--- src/rtl/nn_reg_pkg.sv ---
// Shared register map, sequence length and FSM state type for the NN register-map master.
package nn_reg_pkg;

    localparam int unsigned REG_COUNT = 11;

    localparam logic [31:0] OFF_OPA    = 32'h00;
    localparam logic [31:0] OFF_OPB    = 32'h04;
    localparam logic [31:0] OFF_W11    = 32'h08;
    localparam logic [31:0] OFF_W12    = 32'h0C;
    localparam logic [31:0] OFF_W21    = 32'h10;
    localparam logic [31:0] OFF_W22    = 32'h14;
    localparam logic [31:0] OFF_B1     = 32'h18;
    localparam logic [31:0] OFF_B2     = 32'h1C;
    localparam logic [31:0] OFF_W31    = 32'h20;
    localparam logic [31:0] OFF_W32    = 32'h24;
    localparam logic [31:0] OFF_B3     = 32'h28;
    localparam logic [31:0] OFF_RESULT = 32'h30;

    // Write slot i of a sequence goes to REG_OFFSET[i]; slots 0-1 are the operands.
    localparam logic [31:0] REG_OFFSET [REG_COUNT] = '{
        OFF_OPA, OFF_OPB, OFF_W11, OFF_W12, OFF_W21, OFF_W22,
        OFF_B1, OFF_B2, OFF_W31, OFF_W32, OFF_B3
    };

    typedef enum logic [2:0] {
        StIdle,
        StWrite,
        StWaitNn,
        StRead,
        StDone,
        StErr
    } state_t;

endpackage

--- src/rtl/nn_timeout_ctr.sv ---
// Wait-window cycle counter: cleared by load_i, advances while en_i, flags the final allowed cycle.
module nn_timeout_ctr #(
    parameter int unsigned Width = 11
) (
    input  logic             clk_i,
    input  logic             rst_i,
    input  logic             load_i,
    input  logic             en_i,
    input  logic [Width-1:0] last_i,
    output logic             expired_o
);

    logic [Width-1:0] cnt_q;

    always_ff @(posedge clk_i or posedge rst_i) begin
        if (rst_i) begin
            cnt_q <= '0;
        end else if (load_i) begin
            cnt_q <= '0;
        end else if (en_i) begin
            cnt_q <= cnt_q + 1'b1;
        end
    end

    assign expired_o = en_i && (cnt_q == last_i);

endmodule

--- src/rtl/nn_reg_master.sv ---
// Bus master that programs the NN register map, waits for nn_done, then reads back the result.
module nn_reg_master
    import nn_reg_pkg::*;
#(
    parameter logic [31:0] BASE_ADDR   = 32'h3000_0000,
    parameter int unsigned ACK_TIMEOUT = 16,
    parameter int unsigned NN_TIMEOUT  = 1024
) (
    input  logic        clk,
    input  logic        rst,
    input  logic        start,
    input  logic        load_weights,
    input  logic [31:0] opA_in,
    input  logic [31:0] opB_in,
    input  logic [31:0] w11_in,
    input  logic [31:0] w12_in,
    input  logic [31:0] w21_in,
    input  logic [31:0] w22_in,
    input  logic [31:0] b1_in,
    input  logic [31:0] b2_in,
    input  logic [31:0] w31_in,
    input  logic [31:0] w32_in,
    input  logic [31:0] b3_in,
    input  logic        nn_done,
    input  logic        ack,
    input  logic [31:0] rddata,
    output logic [31:0] addr,
    output logic        wren,
    output logic [31:0] wrdata,
    output logic        busy,
    output logic        done,
    output logic        err,
    output logic [31:0] result_out
);

    localparam int unsigned MaxTimeout = (ACK_TIMEOUT > NN_TIMEOUT) ? ACK_TIMEOUT : NN_TIMEOUT;
    localparam int unsigned CtrW       = $clog2(MaxTimeout + 1);
    localparam logic [CtrW-1:0] AckLast = CtrW'(ACK_TIMEOUT - 1);
    localparam logic [CtrW-1:0] NnLast  = CtrW'(NN_TIMEOUT - 1);

    state_t          state_q;
    logic [3:0]      idx_q;
    logic            lw_q;
    logic [31:0]     vals_q [REG_COUNT];
    logic [3:0]      last_idx;
    logic            waiting;
    logic            hit;
    logic            expired;
    logic            ctr_load;
    logic            timeout;
    logic [CtrW-1:0] ctr_last;

    assign last_idx = lw_q ? 4'(REG_COUNT - 1) : 4'd1;

    // The counter runs only while an access or nn_done is outstanding; the gap cycle between
    // writes and every completing event clear it, so each wait window starts from zero.
    always_comb begin
        waiting  = 1'b0;
        hit      = 1'b0;
        ctr_last = AckLast;
        unique case (state_q)
            StWrite: begin
                waiting = wren;
                hit     = wren && ack;
            end
            StWaitNn: begin
                waiting  = 1'b1;
                hit      = nn_done;
                ctr_last = NnLast;
            end
            StRead: begin
                waiting = 1'b1;
                hit     = ack;
            end
            default: ;
        endcase
    end

    assign ctr_load = !waiting || hit;
    assign timeout  = expired && !hit;

    nn_timeout_ctr #(
        .Width(CtrW)
    ) u_timeout (
        .clk_i    (clk),
        .rst_i    (rst),
        .load_i   (ctr_load),
        .en_i     (waiting),
        .last_i   (ctr_last),
        .expired_o(expired)
    );

    always_ff @(posedge clk or posedge rst) begin
        if (rst) begin
            state_q    <= StIdle;
            idx_q      <= '0;
            lw_q       <= 1'b0;
            addr       <= '0;
            wren       <= 1'b0;
            wrdata     <= '0;
            busy       <= 1'b0;
            done       <= 1'b0;
            err        <= 1'b0;
            result_out <= '0;
            for (int i = 0; i < REG_COUNT; i++) begin
                vals_q[i] <= '0;
            end
        end else begin
            done <= 1'b0;
            if (timeout) begin
                state_q <= StErr;
                wren    <= 1'b0;
                busy    <= 1'b0;
                err     <= 1'b1;
                done    <= 1'b1;
            end else begin
                unique case (state_q)
                    StIdle: begin
                        if (start) begin
                            vals_q[0]  <= opA_in;
                            vals_q[1]  <= opB_in;
                            vals_q[2]  <= w11_in;
                            vals_q[3]  <= w12_in;
                            vals_q[4]  <= w21_in;
                            vals_q[5]  <= w22_in;
                            vals_q[6]  <= b1_in;
                            vals_q[7]  <= b2_in;
                            vals_q[8]  <= w31_in;
                            vals_q[9]  <= w32_in;
                            vals_q[10] <= b3_in;
                            lw_q       <= load_weights;
                            idx_q      <= '0;
                            addr       <= BASE_ADDR + OFF_OPA;
                            wrdata     <= opA_in;
                            wren       <= 1'b1;
                            busy       <= 1'b1;
                            err        <= 1'b0;
                            state_q    <= StWrite;
                        end
                    end
                    StWrite: begin
                        if (!wren) begin
                            addr   <= BASE_ADDR + REG_OFFSET[idx_q];
                            wrdata <= vals_q[idx_q];
                            wren   <= 1'b1;
                        end else if (ack) begin
                            wren <= 1'b0;
                            if (idx_q == last_idx) begin
                                state_q <= StWaitNn;
                            end else begin
                                idx_q <= idx_q + 4'd1;
                            end
                        end
                    end
                    StWaitNn: begin
                        if (nn_done) begin
                            addr    <= BASE_ADDR + OFF_RESULT;
                            state_q <= StRead;
                        end
                    end
                    StRead: begin
                        if (ack) begin
                            result_out <= rddata;
                            busy       <= 1'b0;
                            done       <= 1'b1;
                            state_q    <= StDone;
                        end
                    end
                    StDone, StErr: state_q <= StIdle;
                    default:       state_q <= StIdle;
                endcase
            end
        end
    end

endmodule

--- config.mk ---
export PLATFORM = sky130hd
export DESIGN_NAME = nn_reg_master
export DESIGN_NICKNAME = d
export VERILOG_FILES = /design/src/rtl/nn_reg_pkg.sv /design/src/rtl/nn_timeout_ctr.sv /design/src/rtl/nn_reg_master.sv
export SDC_FILE = /design/constraint.sdc
export NUM_CORES = 1
export LEC_CHECK = 0
export CELL_PAD_IN_SITES_DETAIL_PLACEMENT = 1
export CELL_PAD_IN_SITES_GLOBAL_PLACEMENT = 1
export CORE_MARGIN = 2
export CORE_UTILIZATION = 52
export CTS_BUF_LIST = sky130_fd_sc_hd__clkbuf_16
export DETAILED_ROUTE_END_ITERATION = 10
export DONT_BUFFER_PORTS = 1
export GPL_TIMING_DRIVEN = 0
export PLACE_DENSITY_LB_ADDON = 0.1
export SKIP_CTS_REPAIR_TIMING = 1
export SYNTH_ARGS = -nofsm -noshare
export SYNTH_HDL_FRONTEND = slang
export SYNTH_HIERARCHICAL = 1
export SYNTH_SLANG_ARGS = --single-unit
--- constraint.sdc ---
create_clock -name clk -period 29 [get_ports clk]
set_clock_uncertainty 0.05 [all_clocks]
set_input_delay 0 -clock clk [delete_from_list [all_inputs] [get_ports clk]]
set_output_delay 0 -clock clk [all_outputs]
set_load 0.1 [all_outputs]
==> out/results.tsv <==
stage	metric	value	unit
sta	max_freq	231	MHz
power	ir_drop	74.2	uV
final_layout	layout_commonest_cell	nand2_1	
clock_network	clk_latency	0.61	ns
final_layout	final_cell_count_no_fill	3197	
place	place_ws	25.22	ns
synthesis	syn_inst	2135	
global_routing	grt_max_degree	132	
job	drv_cap	0	
synthesis	synth_seq_cells	444	
synthesis	synth_seq_area_share	54.3	%
detailed_routing	ant_nets	0	
synthesis	muxShareOfSynthArea	11.0	%
detailed_routing	drtIter0Drc	3029	
clock_network	cts_htree_levels	2	
die	core-area	38700	sq um
worst_setup_path	worst-path-max-fanout	10	
clock_network	cts.sinks	444	
sta	setup_violations	0	
die	row_count	72	
clock_network	cts_root_buf	clkbuf_16	
sta	worst_slew_pin_slew	1.27	ns
final_layout	drive_gt1_share	11.8	%
global_routing	overflow	0	
synthesis	synth_top_family_by_area	simple AND/OR/NAND/NOR gates	
sta	fin_ws	24.67	ns
final_layout	final_nets	3001	
synthesis	yosysUniqueCellTypes	48	
clock_network	numCtsBuffers	48	
final_layout	syn_to_final_growth	30.7	%
synthesis	synth_compound_area_share	4.50	%
synthesis	synth_fa_ha_area_share	0.183	%
sta	period_share	14.9	%
synthesis	yosys.area.top_type	dfrtp_1	
synthesis	synth_simple_gate_area_share	23.5	%
die	die_area	41000	sq um
sta	drv_slew	0	
clock_network	cts_tree	built	
sta	setup_tns	0	ns
synthesis	yosys_warnings	6	
global_routing	grt_pass1_wl	107000	um
worst_setup_path	cp-end-kind	flop	
detailed_routing	num_vias	21600	
synthesis	syn_avg_cell_area	9.59	sq um
detailed_routing	drcViolationCount	0	
sta	hold_slack	0.0103	ns
synthesis	yosysTopAreaCellShare	54.3	%
die	dieWidth	202	um
place	port_buffers	0	
final_layout	final_util	69.1	%
die	io_pins	490	
global_routing	grtUsageTotal	35.0	%
detailed_routing	drt-pass1-iter-count	6	
clock_network	clockBufferDepth	3	
worst_setup_path	required	29.43	ns
clock_network	clkSlewWorstSetupHoldPaths	0.07	ns
detailed_routing	wl	111000	um
worst_setup_path	start_kind	flop	
place	dpl.cell_count	2685	
worst_setup_path	worstPathArrival	4.76	ns
outcome	run_status	finished, final reports clean	
sta	max_slew_margin	15.5	%
synthesis	netlist_area	20500	sq um
detailed_routing	wl_per_cell	34.8	um
synthesis	synth_edf_count	0	
sta	rsz0062_at_grt	no	
detailed_routing	avgViaCountPerCell	6.77	
power	p_per_area	127	nW/um^2
synthesis	synthTopCellsByArea	dfrtp_1, nand2_1, mux4_2	
die	die_y	202	um
place	place.gp.congestion	0.868	
global_routing	antenna_found_initial	32	
final_layout	final_cell_mix	nand2_1, dfrtp_1, dlygate4sd3_1	
worst_setup_path	crit_type	flop to flop	
hold_path	hold_class	input port to flop	
global_routing	grt_pass1_vias	17700	
synthesis	async_reset_ff_share	100	%
die	start_util	52.9	%
sta	finalHoldViolations	0	
synthesis	synth_xor_area_share	0.684	%
place	hpwl	54000	um
synthesis	synthFlopType	dfrtp_1	
sta	min_period	4.33	ns
power	leakage	13.0	nW
-- final cells by class --
cell class / count / area (sq um)
diodes: 36 / 90.1
plain buffers: 170 / 1170
clock buffers: 49 / 1230
clock inverters: 36 / 210
fillers: 4206 / 12000
inverters: 7 / 33.8
multi-input cells: 1543 / 8280
flip-flops and latches: 444 / 11100
well taps: 518 / 648
repair buffers: 394 / 4000
-- cells by family after synthesis --
logic type	Yosys count
DFF	444
other	2
muxes	140
AOI/OAI and AO/OA	153
xor gates and xnor gates	16
and+or+nand+nor	1200
buffers and inverters	177
adders and majority gates	3
-- worst max-delay path, stage by stage, from the launching register on --
cell and delay [ns]:
dfrtp_1 0.40, clkbuf_1 0.26, nand2b_1 0.31, nor2_1 0.61
xnor2_1 0.21, nand4_1 0.12, nor3_1 0.26, buf_6 0.17
nor4_1 0.06, nand3_1 0.46, clkbuf_1 0.69, o22ai_1 0.24
nor3_1 0.33
-- layer usage --
| metal | GRT usage [%] | up-vias | wire (um) |
|---|---|---|---|
| met2 | 58.5 | 2324 | 50200 |
| li1 | - | 7911 | - |
| met4 | 14.7 | 20 | 11100 |
| met5 | 0 | - | 159 |
| met3 | 9.29 | 928 | 14600 |
| met1 | 43.0 | 10400 | 35100 |
-- synth_stat cells, types with 3 or more instances --
cell type and n:
nand4_1 8, nor2b_1 5, mux2_2 35, nand2b_1 4
mux2i_1 36, mux2_1 5, nand3_1 3, inv_1 7
nor3_1 35, buf_1 3, xnor2_1 13, nand2_1 1072
xor2_1 3, buf_6 40, o21ai_0 36, nor4_1 4
ha_1 3, buf_2 58, dfrtp_1 444, a21oi_1 42
nand3b_1 34, buf_4 42, or3_1 4, mux4_2 64
o22ai_1 65, clkbuf_1 27, nor2_1 20
-- sequential cells by signal, summed over array words and instances (netlist names), 3 cells and up --
register / flops
result_out: 32
wrdata: 32
addr: 5
vals_q: 352
u_timeout/cnt_q: 11
state_q: 3
idx_q: 4
-- path summary, 6_finish.rpt --
check	startpoint	end	slack (ns)	cells after the start
setup / recovery	state_q[2]	wrdata[9]	24.67	12
hold / removal	w11_in[6]	vals_q[262]	0.01	3
setup reg to reg	state_q[2]	wrdata[9]	24.67	12
hold reg to reg	vals_q[160]	vals_q[160]	0.44	2
max in group asynchronous	rst	result_out[2]	26.70	5
min in group asynchronous	rst	vals_q[153]	0.59	3
-- metrics by stage --
stage               area [sq um]  power [mW]
floorplan                  20600        2.09
global placement           21200        2.35
detailed placement         21300        2.42
CTS                        22800        3.00
global route               26700        3.45
finish                     26800        3.39
-- power by group --
part	switching [mW]	internal [mW]
clock network	0.296	0.323
logic	0.811	0.427
registers	0.641	0.897
No activity file was read; power rests on OpenSTA's default activity.
